[config.mk]
export PLATFORM = sky130hd
export DESIGN_NAME = frame_config_sequencer
export DESIGN_NICKNAME = d
export VERILOG_FILES = /design/src/rtl/fabric_cfg_pkg.sv /design/src/rtl/frame_strobe_decoder.sv /design/src/rtl/frame_config_sequencer.sv
export SDC_FILE = /design/constraint.sdc
export NUM_CORES = 1
export LEC_CHECK = 0
export BUFFER_PORTS_ARGS = -buffer_cell sky130_fd_sc_hd__buf_2
export CELL_PAD_IN_SITES_DETAIL_PLACEMENT = 0
export CELL_PAD_IN_SITES_GLOBAL_PLACEMENT = 1
export CORE_MARGIN = 4
export CORE_UTILIZATION = 43
export CTS_BUF_LIST = sky130_fd_sc_hd__clkbuf_8
export DETAILED_ROUTE_END_ITERATION = 16
export HOLD_SLACK_MARGIN = 0.06
export PLACE_DENSITY = 0.91
export SYNTH_ARGS = -nofsm -noshare
export SYNTH_HDL_FRONTEND = slang
export SYNTH_SLANG_ARGS = --single-unit
[constraint.sdc]
create_clock -name CLK -period 2.03 [get_ports CLK]
set_input_delay 0.406 -clock CLK [delete_from_list [all_inputs] [get_ports CLK]]
set_output_delay 0.406 -clock CLK [all_outputs]
set_load 0.01 [all_outputs]
[src/rtl/fabric_cfg_pkg.sv]
// Shared constants, address-word field positions and FSM encoding for the
// configuration frame sequencer.
package fabric_cfg_pkg;

  localparam logic [31:0] SYNC_WORD   = 32'hFAB0_FAB1;
  localparam logic [31:0] DESYNC_WORD = 32'hFAB0_FAB0;

  localparam int ADDR_COL_MSB   = 31;
  localparam int ADDR_COL_LSB   = 24;
  localparam int ADDR_FRAME_MSB = 4;
  localparam int ADDR_FRAME_LSB = 0;

  localparam int COL_W   = ADDR_COL_MSB - ADDR_COL_LSB + 1;
  localparam int FRAME_W = ADDR_FRAME_MSB - ADDR_FRAME_LSB + 1;

  typedef enum logic [1:0] {
    IDLE   = 2'd0,
    ADDR   = 2'd1,
    DATA   = 2'd2,
    STROBE = 2'd3
  } cfg_state_t;

  // True when the (column, frame) pair addresses an existing strobe bit.
  function automatic logic addr_in_range(input logic [COL_W-1:0]   col,
                                         input logic [FRAME_W-1:0] frame,
                                         input int                 num_cols,
                                         input int                 num_frames);
    return (int'(col) < num_cols) && (int'(frame) < num_frames);
  endfunction

endpackage

[src/rtl/frame_strobe_decoder.sv]
// Registered one-hot decoder: turns a latched (column, frame) address into the
// FrameStrobe vector; the async clear drops the strobe the moment reset asserts.
module frame_strobe_decoder
  import fabric_cfg_pkg::*;
#(
  parameter int NumColumns      = 4,
  parameter int MaxFramesPerCol = 20
) (
  input  logic                                  CLK,
  input  logic                                  resetn,
  input  logic [COL_W-1:0]                      col,
  input  logic [FRAME_W-1:0]                    frame,
  input  logic                                  en,
  output logic [NumColumns*MaxFramesPerCol-1:0] strobe
);

  logic [NumColumns*MaxFramesPerCol-1:0] strobe_d;

  // Out-of-range addresses decode to nothing, so at most one bit can be set.
  always_comb begin
    strobe_d = '0;
    for (int c = 0; c < NumColumns; c++) begin
      for (int f = 0; f < MaxFramesPerCol; f++) begin
        strobe_d[c*MaxFramesPerCol+f] = en && (int'(col) == c) && (int'(frame) == f);
      end
    end
  end

  always_ff @(posedge CLK or negedge resetn) begin
    if (!resetn) strobe <= '0;
    else         strobe <= strobe_d;
  end

endmodule

[src/rtl/frame_config_sequencer.sv]
// Bitstream-to-frame feeder: loads one FrameData word per row, then pulses a
// single FrameStrobe bit so the addressed column latches the frame.
module frame_config_sequencer
  import fabric_cfg_pkg::*;
#(
  parameter int NumRows         = 4,
  parameter int NumColumns      = 4,
  parameter int MaxFramesPerCol = 20,
  parameter int FrameBitsPerRow = 32,
  parameter int StrobeCycles    = 2
) (
  input  logic                                  CLK,
  input  logic                                  resetn,
  input  logic [FrameBitsPerRow-1:0]            s_data,
  input  logic                                  s_valid,
  output logic                                  s_ready,
  output logic [NumRows*FrameBitsPerRow-1:0]    FrameData,
  output logic [NumColumns*MaxFramesPerCol-1:0] FrameStrobe,
  output logic                                  busy,
  output logic                                  err,
  output logic [15:0]                           frames_done
);

  localparam int RowW = (NumRows > 1) ? $clog2(NumRows) : 1;
  localparam int StrW = (StrobeCycles > 1) ? $clog2(StrobeCycles) : 1;
  localparam logic [RowW-1:0] LastRow = RowW'(NumRows - 1);
  localparam logic [StrW-1:0] LastStr = StrW'(StrobeCycles - 1);

  cfg_state_t         state, next_state;
  logic [RowW-1:0]    row_cnt;
  logic [StrW-1:0]    strb_cnt;
  logic [COL_W-1:0]   addr_col;
  logic [FRAME_W-1:0] addr_frame;
  logic               frame_ok;
  logic               accept, is_sync, is_desync, word_ok, strobe_en;

  assign accept    = s_valid && s_ready;
  assign is_sync   = (s_data == SYNC_WORD);
  assign is_desync = (s_data == DESYNC_WORD);
  assign word_ok   = addr_in_range(s_data[ADDR_COL_MSB:ADDR_COL_LSB],
                                   s_data[ADDR_FRAME_MSB:ADDR_FRAME_LSB],
                                   NumColumns, MaxFramesPerCol);

  // NOTE: next_state gets a default before the case so no path leaves it unassigned (no latch).
  always_comb begin
    next_state = state;
    case (state)
      IDLE:   if (accept && is_sync) next_state = ADDR;
      ADDR:   if (accept) next_state = is_desync ? IDLE : DATA;
      DATA:   if (accept && row_cnt == LastRow) next_state = frame_ok ? STROBE : ADDR;
      STROBE: if (strb_cnt == LastStr) next_state = ADDR;
      default: next_state = IDLE;
    endcase
  end

  // Strobe register follows the state register, so the strobe is high exactly in STROBE.
  assign strobe_en = (next_state == STROBE);

  // NOTE: every register here uses <= so all of them sample pre-edge values.
  // NOTE: FrameData is flop-based, so it can and does take a reset value; it is not a memory macro.
  always_ff @(posedge CLK or negedge resetn) begin
    if (!resetn) begin
      state       <= IDLE;
      s_ready     <= 1'b0;
      busy        <= 1'b0;
      err         <= 1'b0;
      frames_done <= '0;
      row_cnt     <= '0;
      strb_cnt    <= '0;
      addr_col    <= '0;
      addr_frame  <= '0;
      frame_ok    <= 1'b0;
      FrameData   <= '0;
    end else begin
      state   <= next_state;
      s_ready <= (next_state != STROBE);
      busy    <= (next_state != IDLE);
      case (state)
        IDLE: begin
          if (accept && is_sync) begin
            err         <= 1'b0;
            frames_done <= '0;
          end
        end
        ADDR: begin
          if (accept && !is_desync) begin
            addr_col   <= s_data[ADDR_COL_MSB:ADDR_COL_LSB];
            addr_frame <= s_data[ADDR_FRAME_MSB:ADDR_FRAME_LSB];
            row_cnt    <= '0;
            frame_ok   <= word_ok;
            if (!word_ok) err <= 1'b1;
          end
        end
        DATA: begin
          if (accept) begin
            for (int r = 0; r < NumRows; r++) begin
              if (row_cnt == RowW'(r)) FrameData[r*FrameBitsPerRow +: FrameBitsPerRow] <= s_data;
            end
            row_cnt  <= row_cnt + 1'b1;
            strb_cnt <= '0;
          end
        end
        STROBE: begin
          strb_cnt <= strb_cnt + 1'b1;
          if (strb_cnt == LastStr) frames_done <= frames_done + 16'd1;
        end
        default: ;
      endcase
    end
  end

  frame_strobe_decoder #(
    .NumColumns     (NumColumns),
    .MaxFramesPerCol(MaxFramesPerCol)
  ) u_strobe_decoder (
    .CLK   (CLK),
    .resetn(resetn),
    .col   (addr_col),
    .frame (addr_frame),
    .en    (strobe_en),
    .strobe(FrameStrobe)
  );

endmodule

==> impl_results.md, run 1 <==
- Status: finished clean
- Fin crit period: 1.873 ns
- Hold Crit Depth: 2
- Fmax achieved: 534.0 MHz
- H-tree depth: 2
- Synth Cell Area: 9273 um^2
- Setup violations, final: 0
- Routed Wire Length: 23.52 mm
- Finished Layout Cells: 1272
- Post-CTS Setup Inserts: 0
- Cell depth of the worst flop-to-flop path: 5
- Worst Skew: 0.01255 ns
- Largest net degree at the start of global routing: 78
- Total grt overflow: 0
- CTS Sinks: 246
- Setup TNS: 0 ns
- Yosys reg bits: 246
- P_leak: 6.255 nW
- Avg Inst Size Synth: 14.22 um^2
- Post-route cell area: 12060 um^2
- Vias in the first global route: 6692
- Global Route Usage Sum: 19.81%
- Post-route ant nets: 0
- Post-synth top flop: dfrtp_1
- Area delta synth->final: 30.09%
- Clock root buffer: clkbuf_8
- Hold path start: s_data[6]
- Routability-driven placement congestion ratio: 0.7879
- Starting Density: 43.97%
- FF-to-FF Start: state[0]
- Per-cell routed wire length: 18.49 um
- Crit path max-delay family: simple AND/OR/NAND/NOR gates
- Async SR Flop Fraction: 100.0%
- Max Fanout on Critical Path: 19
- Clock-pin slew on the worst setup and hold paths: 0.07 ns
- Total die area: 23980 um^2
- Placement Setup Slack: 0.02432 ns
- Tcrit/Tclk final: 92.26%
- Clock Path Buffers: 3
- Logic pwr share: 30.3%
- Final worst slack: 0.1572 ns
- Initial antenna violation count: 1
- Measured slew at the worst slew-check pin: 0.6582 ns
- Register area share after synthesis: 66.39%
- Reg2reg end: FrameData[29]
- Flop-to-flop setup slack: 0.16 ns
- DR pass1 iterations: 4
- DR DRC count: 0
- Slew headroom: 56.12%
- Sequential Power Share: 43.7%
- Unrepaired setup endpoints after global routing: false
- Clock Latency Late Sink: 0.53 ns
- PwrDens: 1377 nW/um^2
- Worst setup SP type: register
- Inserted Clock Buffers: 40
- Vias: 6333
- Final Core Density: 57.20%
- Tot Pwr: 16.61 mW
- Area post-placement: 11220 um^2
- Hold worst-path end: FrameData[6]
- Yosys warnings: 0
- Critical path class: register to register
- Switch Pwr: 5.526 mW
- Hold Crit Class: primary input to register
- CP bufs+invs: 1
- Critical path data required time: 2.43 ns
- First-pass GRT wire length: 37.54 mm
- Max incr delay on CP: 0.46 ns
- WHS: 0.1570 ns
- Fin. max-slew vios: 0
- CP max-delay cell: dfrtp_1
- Final hold vios: 0
- Core area: 21090 um^2
- Most frequent cells in the layout: buf_2, dfrtp_1, mux2_2
- NumNets Final: 1007
- Worst Setup End Kind: register
- Net Sw Frac: 33.27%
- Critical Path AT: 2.28 ns
- Share of cells above drive strength 1: 51.71%
- Post-Place Cells: 1199
- Detailed Place HPWL: 17.01 mm
- VDD IR-drop max: 0.0008705 V
- Synth unique cells: 50
- Clock power share: 26.0%
- CP cell instances: and3b_1 -> and2_1 -> nand2_1 -> buf_12 -> mux2_2
- Die X: 154.8 um
- CTS tree: done
- Max Cap Viol: 0
- Post-Syn Instances: 652
- Syn Nets: 692
- Int Pwr: 11.08 mW
- Number of flops mapped to enable cells by yosys: 0
- Ports: 262
- Vias per inst: 4.979
- I/O Buffers: 261
- Die H: 154.8 um
- Most common library cell in the layout ignoring fill and taps: buf_2
- FP Rows: 53
- Initial drt markers: 198
kinds of logic after synthesis:
| family | Yosys count | share of synthesized area [%] |
|---|---|---|
| adders and majority gates | 5 | 0.6747 |
| AOI/OAI and AO/OA | 27 | 2.011 |
| muxes | 141 | 17.12 |
| and+or+nand+nor | 194 | 11.44 |
| xor gates and xnor gates | 8 | 0.7557 |
| buffers and inverters | 31 | 1.606 |
| DFF | 246 | 66.39 |
state kept, by name, summed over array words and instances, names as in the netlist:
name,count
FrameData,128
frames_done,16
row_cnt,2
addr_frame,5
state,2
strb_cnt,1
err,1
frame_ok,1
s_ready,1
u_strobe_decoder.strobe,80
addr_col,8
busy,1
power groups by stage:
stage / clock [mW] / sequential (mW) / combinational (mW)
5_1_grt: 4.67 / 7.45 / 5.49
4_1_cts: 4.44 / 7.27 / 5.11
3_3_place_gp: 0 / 7.25 / 4.97
2_1_floorplan: 0 / 7.76 / 2.29
6_report: 4.31 / 7.27 / 5.03
3_5_place_dp: 0 / 7.34 / 5.10
metal layers:
layer,track usage [%],vias up,routed length (um)
li1,-,2924,-
met1,26.16,3142,9949
met2,32.05,228,11150
met3,6.267,37,1979
met4,5.172,2,439
met5,0,-,7
worst max path at each step:
stage                start  depth (start not counted)                          end  slack, ns
3_5_place_dp    s_data[16]                          6                  addr_col[7]       0.02
5_1_grt           state[0]                          4              frames_done[15]       0.01
4_1_cts        addr_col[5]                          4  u_strobe_decoder.strobe[48]       0.10
3_3_place_gp    s_data[16]                          6                     frame_ok       0.05
6_report          state[0]                          5                FrameData[29]       0.16
2_1_floorplan    s_data[2]                          5                  addr_col[2]       0.14
Yosys cell counts (2+ instances only):
cell	instances	area [um^2]
buf_2	17	85.08
nand4_1	9	56.30
a21oi_1	6	30.03
and4b_1	2	20.02
nor2b_1	4	25.02
xor2_1	7	61.31
inv_1	5	18.77
nand3_1	15	75.07
a31o_2	2	17.52
and2_1	2	12.51
and4bb_2	4	50.05
mux2_2	136	1531
buf_1	3	11.26
or3_1	5	31.28
nor3_1	34	170.2
mux2_1	5	56.30
dfrtp_1	246	6156
nand2_1	26	97.59
nor2_1	63	236.5
nand4_4	2	42.54
nand4b_1	2	17.52
nand2b_1	3	18.77
a22o_1	3	26.28
nor3_2	2	20.02
and3_1	6	37.54
nor4_1	2	12.51
and4_1	3	26.28
ha_1	5	62.56
o21ai_0	9	45.04
clkbuf_1	4	15.01
final cells by class:
class	count	area (um^2)
Antenna cell	1	2.502
Inverter	5	18.77
Timing Repair Buffer	299	1742
Clock buffer	51	701.9
Clock inverter	20	122.6
Fill cell	1748	9025
Tap cell	275	344.1
Sequential cell	246	6156
Multi-Input combinational cell	375	2975
repair_timing:
| action | 4_1_cts | 5_1_grt |
|---|---|---|
| hold buffers | 1 | 0 |
| endpoints found under the hold margin | 67 | 0 |
| gates resized for setup | 0 | 1 |
| setup endpoints to repair | 0 | 1 |
Power figures use the tool's default switching activity.
==> run 2, diff against run 1 <==
--- a/config.mk
+++ b/config.mk
@@ -9,11 +9,12 @@
 export CELL_PAD_IN_SITES_DETAIL_PLACEMENT = 0
 export CELL_PAD_IN_SITES_GLOBAL_PLACEMENT = 1
 export CORE_MARGIN = 4
-export CORE_UTILIZATION = 43
+export CORE_UTILIZATION = 44
 export CTS_BUF_LIST = sky130_fd_sc_hd__clkbuf_8
 export DETAILED_ROUTE_END_ITERATION = 16
 export HOLD_SLACK_MARGIN = 0.06
-export PLACE_DENSITY = 0.91
+export PLACE_DENSITY = 0.92
 export SYNTH_ARGS = -nofsm -noshare
 export SYNTH_HDL_FRONTEND = slang
+export SYNTH_HIERARCHICAL = 1
 export SYNTH_SLANG_ARGS = --single-unit
==> run 2 against run 1 <==
  * The flow now finishes with violations (setup timing)
  * Global-route usage increased by 1.7 points
  * Die area is 2.6% higher
  * Synthesized area up 5.2%
  * Hold slack better by 0.0041 ns
  * Register-to-register slack worse by 0.60 ns
  * Fmax down 26%
  * Clock-buffer cell count rose by 2
  * Sequential power shrank 33%
  * Non-clock buffer count grew 59
  * Flip-flop and latch count did not move
  * Combinational power shrank 94%
  * Critical path type is now primary input to register
==> impl_results.md, run 2 <==
- Yosys reg bits: 246
- Clock power share: 45.4%
- FP Rows: 54
- Most flops, register: FrameData
- Per-cell routed wire length: 20.45 um
- Most common library cell in the layout ignoring fill and taps: buf_2
- Max Cap Viol: 0
- Max Fanout on Critical Path: 12
- Critical path data required time: 2.46 ns
- Clock Latency Late Sink: 0.55 ns
- CP cell instances: buf_6 -> or4b_4 -> nor4_4 -> buf_4 -> and4_4 -> a31oi_4 -> nor2_4 -> or4b_4 -> clkbuf_16 -> nor4_2
- Final Core Density: 62.25%
- Tcrit/Tclk final: 125.1%
- Post-route cell area: 13580 um^2
- Final worst slack: -0.5099 ns
- Fmax achieved: 393.7 MHz
- Routability-driven placement congestion ratio: 0.7558
- Core area: 21820 um^2
- Largest net degree at the start of global routing: 65
- Area delta synth->final: 39.28%
- Vias in the first global route: 7327
- PwrDens: 699.1 nW/um^2
- Total die area: 24610 um^2
- CTS Sinks: 246
- NumNets Final: 1075
- P_leak: 7.151 nW
- Number of flops mapped to enable cells by yosys: 0
- Worst Skew: 0.02724 ns
- DR pass1 iterations: 6
- Max reg flops: 128
- DR DRC count: 0
- # diodes: 0
- Tot Pwr: 9.497 mW
- Post-route ant nets: 0
- Status: complete, but fails checks
- Max incr delay on CP: 0.59 ns
- Yosys warnings: 6
- Sequential Power Share: 51.6%
- Net Sw Frac: 22.66%
- Most used cell, CP: or4b_4
- H-tree depth: 2
- # fillers: 1621
- Routed Wire Length: 27.51 mm
- Detailed Place HPWL: 17.56 mm
- Switch Pwr: 2.152 mW
- Setup violations, final: 80
- Area post-placement: 11850 um^2
- Inserted Clock Buffers: 41
- Post-synth top flop: dfrtp_1
- Unrepaired setup endpoints after global routing: true
- Initial drt markers: 218
- Yosys top cell area share: 63.12%
- Largest registers: FrameData (128), u_strobe_decoder/strobe (80), frames_done (16)
- Area leader, netlist: dfrtp_1
- Area of the multi-input gates: 3831 um^2
- VDD IR-drop max: 0.0005004 V
- Avg Inst Size Synth: 14.16 um^2
- Slew headroom: 19.90%
- GR Layer Usage met1: 27.69%
- CP max-delay cell: or4b_4
- Met3 usage: 7.522%
- Synth area leaders: dfrtp_1, mux2_2, nor4_1
- Measured slew at the worst slew-check pin: 1.202 ns
- Clock Path Buffers: 3
- CTS tree: done
- GRT met2 Usage: 34.85%
- Top Usage Layer GRT: met2
- Starting Density: 44.69%
- Synth unique cells: 47
- Failing checks: setup timing
- Vias: 7101
- Synth top cells by count: dfrtp_1, mux2_2, nor4_1
- Logic pwr share: 3.0%
- Sequential cell area: 6156 um^2
- Count leader, synth: dfrtp_1
- Die X: 156.9 um
- Total grt overflow: 0
- Critical path class: primary input to register
- Global Route Usage Sum: 21.53%
- Syn Nets: 729
- Synth Cell Area: 9753 um^2
- Final hold vios: 0
- Ports: 262
- Clock-pin slew on the worst setup and hold paths: 0.06 ns
- Critical Path AT: 2.97 ns
- Worst Setup End Kind: register
- Fin crit period: 2.540 ns
- Vias per inst: 5.280
- Int Pwr: 7.345 mW
- Initial antenna violation count: 0
- Post-Syn Instances: 689
- First-pass GRT wire length: 41.72 mm
- Clock root buffer: clkbuf_8
- Share of cells above drive strength 1: 60.28%
- Most frequent cells in the layout: buf_2, dfrtp_1, mux2_2
- CP bufs+invs: 3
- Crit path max-delay family: simple AND/OR/NAND/NOR gates
- Fin. max-slew vios: 0
- Hold Crit Class: primary input to register
- I/O Buffers: 261
- Worst setup SP type: primary input
- Register area share after synthesis: 63.12%
- Async SR Flop Fraction: 100.0%
- Die H: 156.9 um
==> run 2: cell count changes in the layout (fill, tap and decap cells not counted), sizes merged, moves of 6 or more <==
| cell | delta |
|---|---|
| or4b | +7 |
| buf | +56 |
| nor2 | -37 |
| inv | +15 |
| or3b | +6 |
| nor4 | +83 |
| nand3 | -8 |
| mux2 | -7 |
| nor3 | -35 |
==> run 2: layout make-up <==
class	instances	area share [%]
Tap cell	280	2.579
Multi-Input combinational cell	374	28.20
Sequential cell	246	45.32
Clock inverter	20	0.6355
Timing Repair Buffer	358	17.51
Inverter	14	0.3868
Clock buffer	53	5.370
==> run 2: layer usage <==
layer / up-vias / share of wire (%)
met5: - / 0
met4: 0 / 2.1
met3: 50 / 9.8
met2: 297 / 47
met1: 3560 / 41
li1: 3194 / -
==> run 2: stage by stage <==
stage / TNS (ns) / setup slack, ns / hold slack [ns] / instances
2_1_floorplan: -47.88 / -0.6499 / 0.1104 / 689
3_3_place_gp: -87.85 / -1.076 / 0.3706 / 1252
3_5_place_dp: -88.51 / -1.153 / 0.3792 / 1252
4_1_cts: -34.27 / -0.4935 / 0.1300 / 1335
5_1_grt: -35.01 / -0.5336 / 0.1539 / 1345
6_report: -30.68 / -0.5099 / 0.1611 / 1345
==> run 2: repair_timing <==
action | in CTS | in global routing
pin swaps | 9 | 9
hold buffers | 1 | 0
hold endpoints to repair | 54 | 0
setup endpoints to repair | 80 | 80
resized for setup | 49 | 46
gates cloned | 4 | 3
buffers inserted | 5 | 7
==> run 2: logic make-up (layout without fill, tap and decap cells) <==
logic type | Yosys count | count (layout) | synth area share (%)
DFF | 246 | 246 | 63.12
and+or+nand+nor | 194 | 195 | 13.74
muxes | 136 | 136 | 15.91
buffers and inverters | 70 | 445 | 3.746
AOI/OAI and AO/OA | 23 | 23 | 1.501
xor gates and xnor gates | 15 | 15 | 1.347
adders and majority gates | 5 | 5 | 0.6414
==> run 2: worst paths after layout <==
path | startpoint | to | slack (ns) | cells past startpoint
worst max-delay path | s_data[3] | u_strobe_decoder/strobe[48] | -0.51 | 10
worst min-delay path | s_data[22] | FrameData[22] | 0.16 | 2
worst max register to register | row_cnt[0] | u_strobe_decoder/strobe[48] | -0.44 | 7
worst min register to register | FrameData[0] | FrameData[0] | 0.48 | 2
max in group asynchronous | resetn | FrameData[100] | 0.91 | 3
min in group asynchronous | resetn | FrameData[110] | 0.41 | 2
==> run 2: power groups by stage <==
stage | Clock (mW) | Combinational [mW] | Sequential (mW)
after floorplan | 0 | 0.0184 | 4.99
after global placement | 0 | 0.281 | 4.99
after detailed placement | 0 | 0.287 | 4.99
after CTS | 4.42 | 0.292 | 4.90
after global routing | 4.67 | 0.319 | 4.90
final | 4.31 | 0.283 | 4.90
==> run 3, diff against run 2 <==
--- a/config.mk
+++ b/config.mk
@@ -14,6 +14,7 @@
 export DETAILED_ROUTE_END_ITERATION = 16
 export HOLD_SLACK_MARGIN = 0.06
 export PLACE_DENSITY = 0.92
+export SKIP_LAST_GASP = 1
 export SYNTH_ARGS = -nofsm -noshare
 export SYNTH_HDL_FRONTEND = slang
 export SYNTH_HIERARCHICAL = 1
==> run 3 against run 2 <==
  * Clock power barely moved
  * Clock skew fell by 0.0099 ns
  * Sequential share of layout area rose by 0.34 points
  * The flow still finishes with violations (setup timing)
  * Critical path type unchanged
  * Setup slack improved by 0.024 ns
  * Largest cell class unchanged
==> impl_results.md, run 3 (synthesis gave the netlist of run 2 again) <==
- Slew headroom: 20.45%
- CTS tree: done
- Most used cell, CP: or4b_4
- Clock Latency Late Sink: 0.54 ns
- VDD IR-drop max: 0.0004993 V
- Area of the multi-input gates: 3777 um^2
- # diodes: 0
- CTS Sinks: 246
- Tot Pwr: 9.493 mW
- Max incr delay on CP: 0.61 ns
- DR DRC count: 0
- Post-route ant nets: 0
- Core area: 21820 um^2
- Fin. max-slew vios: 0
- Measured slew at the worst slew-check pin: 1.193 ns
- Most frequent cells in the layout: buf_2, dfrtp_1, mux2_2
- Final hold vios: 0
- Clock root buffer: clkbuf_8
- First-pass GRT wire length: 41.79 mm
- Max reg flops: 128
- Status: complete, but fails checks
- Vias: 7065
- Die H: 156.9 um
- Fmax achieved: 397.4 MHz
- Largest net degree at the start of global routing: 65
- Vias per inst: 5.268
- # fillers: 1626
- Clock Path Buffers: 3
- PwrDens: 704.2 nW/um^2
- Starting Density: 44.69%
- I/O Buffers: 261
- Initial antenna violation count: 0
- Inserted Clock Buffers: 41
- Hold Crit Class: primary input to register
- Critical path data required time: 2.46 ns
- Max Cap Viol: 0
- CP cell instances: buf_6 -> or4b_4 -> nor4_4 -> buf_4 -> and4_4 -> a31oi_4 -> nor2_1 -> or4b_4 -> clkbuf_16 -> nor4_2
- Worst Setup End Kind: register
- Setup violations, final: 80
- H-tree depth: 2
- Area post-placement: 11850 um^2
- Clock-pin slew on the worst setup and hold paths: 0.07 ns
- CP startpoint: s_data[3]
- NumNets Final: 1071
- Most common library cell in the layout ignoring fill and taps: buf_2
- Placement Setup Slack: -1.153 ns
- Worst setup SP type: primary input
- Critical path class: primary input to register
- Hold path start: s_data[22]
- WHS: 0.1624 ns
- P_leak: 7.092 nW
- Die X: 156.9 um
- FF-to-FF Start: row_cnt[0]
- Fin crit period: 2.516 ns
- Share of cells above drive strength 1: 59.38%
- Failing checks: setup timing
- CP max-delay cell: or4b_4
- Sequential cell area: 6156 um^2
- Final Core Density: 61.78%
- Routed Wire Length: 27.20 mm
- Global Route Usage Sum: 21.54%
- Vias in the first global route: 7347
- Most flops, register: FrameData
- Routability-driven placement congestion ratio: 0.7558
- Ports: 262
- Total die area: 24610 um^2
- Critical Path AT: 2.95 ns
- Max Fanout on Critical Path: 12
- FP Rows: 54
- Area delta synth->final: 38.23%
- Per-cell routed wire length: 20.28 um
- Total grt overflow: 0
- Unrepaired setup endpoints after global routing: true
- Worst Skew: 0.01736 ns
- Detailed Place HPWL: 17.56 mm
- Initial drt markers: 273
- Final worst slack: -0.4864 ns
- Largest registers: FrameData (128), u_strobe_decoder/strobe (80), frames_done (16)
- DR pass1 iterations: 6
- Tcrit/Tclk final: 124.0%
- Post-route cell area: 13480 um^2
==> run 3: cell type report <==
| class | instances | area share (%) |
|---|---|---|
| Sequential cell | 246 | 45.66 |
| Inverter | 14 | 0.3898 |
| Clock buffer | 53 | 5.411 |
| Timing Repair Buffer | 355 | 17.28 |
| Clock inverter | 20 | 0.6404 |
| Multi-Input combinational cell | 373 | 28.02 |
| Tap cell | 280 | 2.599 |
==> run 3: per-layer routing <==
metal,part of all wire [%],GRT usage [%],wire length [um]
met2,47,34.69,12880
met5,0,0,0
met3,9.0,7.412,2448
met1,42,28.06,11320
met4,2.0,5.785,548
==> run 3: final timing paths <==
| check | to | slack, ns | cells after the start |
|---|---|---|---|
| setup / recovery | u_strobe_decoder/strobe[48] | -0.49 | 10 |
| hold / removal | FrameData[22] | 0.16 | 2 |
| setup reg to reg | u_strobe_decoder/strobe[48] | -0.40 | 7 |
| hold reg to reg | FrameData[0] | 0.48 | 2 |
| max in group asynchronous | FrameData[100] | 0.90 | 3 |
| min in group asynchronous | FrameData[110] | 0.41 | 2 |
==> run 3: power by group <==
part	total (mW)	internal, mW	switching [mW]	leakage [nW]
combinational	0.283	0.100	0.183	3.29
sequential	4.91	4.91	0.0000000481	3.32
clock	4.31	2.34	1.97	0.480
total	9.49	7.35	2.15	7.09
==> run 3: through the flow <==
step / TNS, ns / cells
6_report: -29.70 / 1341
5_1_grt: -33.77 / 1341
4_1_cts: -34.28 / 1335
3_5_place_dp: -88.51 / 1252
3_3_place_gp: -87.85 / 1252
2_1_floorplan: -47.88 / 689
==> run 3: worst max-delay path: cells and delay by family <==
kind | cells | cell delay (ns)
compound gates | 1 | 0.08
buf+inv | 3 | 0.49
simple gates | 6 | 1.96
==> run 3: timing repair <==
action / CTS / global route
pin swaps: 9 / 9
hold buffers: 1 / 0
endpoints found under the setup margin: 80 / 80
cloned: 4 / 1
hold endpoints to repair: 54 / 0
resized for setup: 48 / 38
setup buffers: 5 / 5
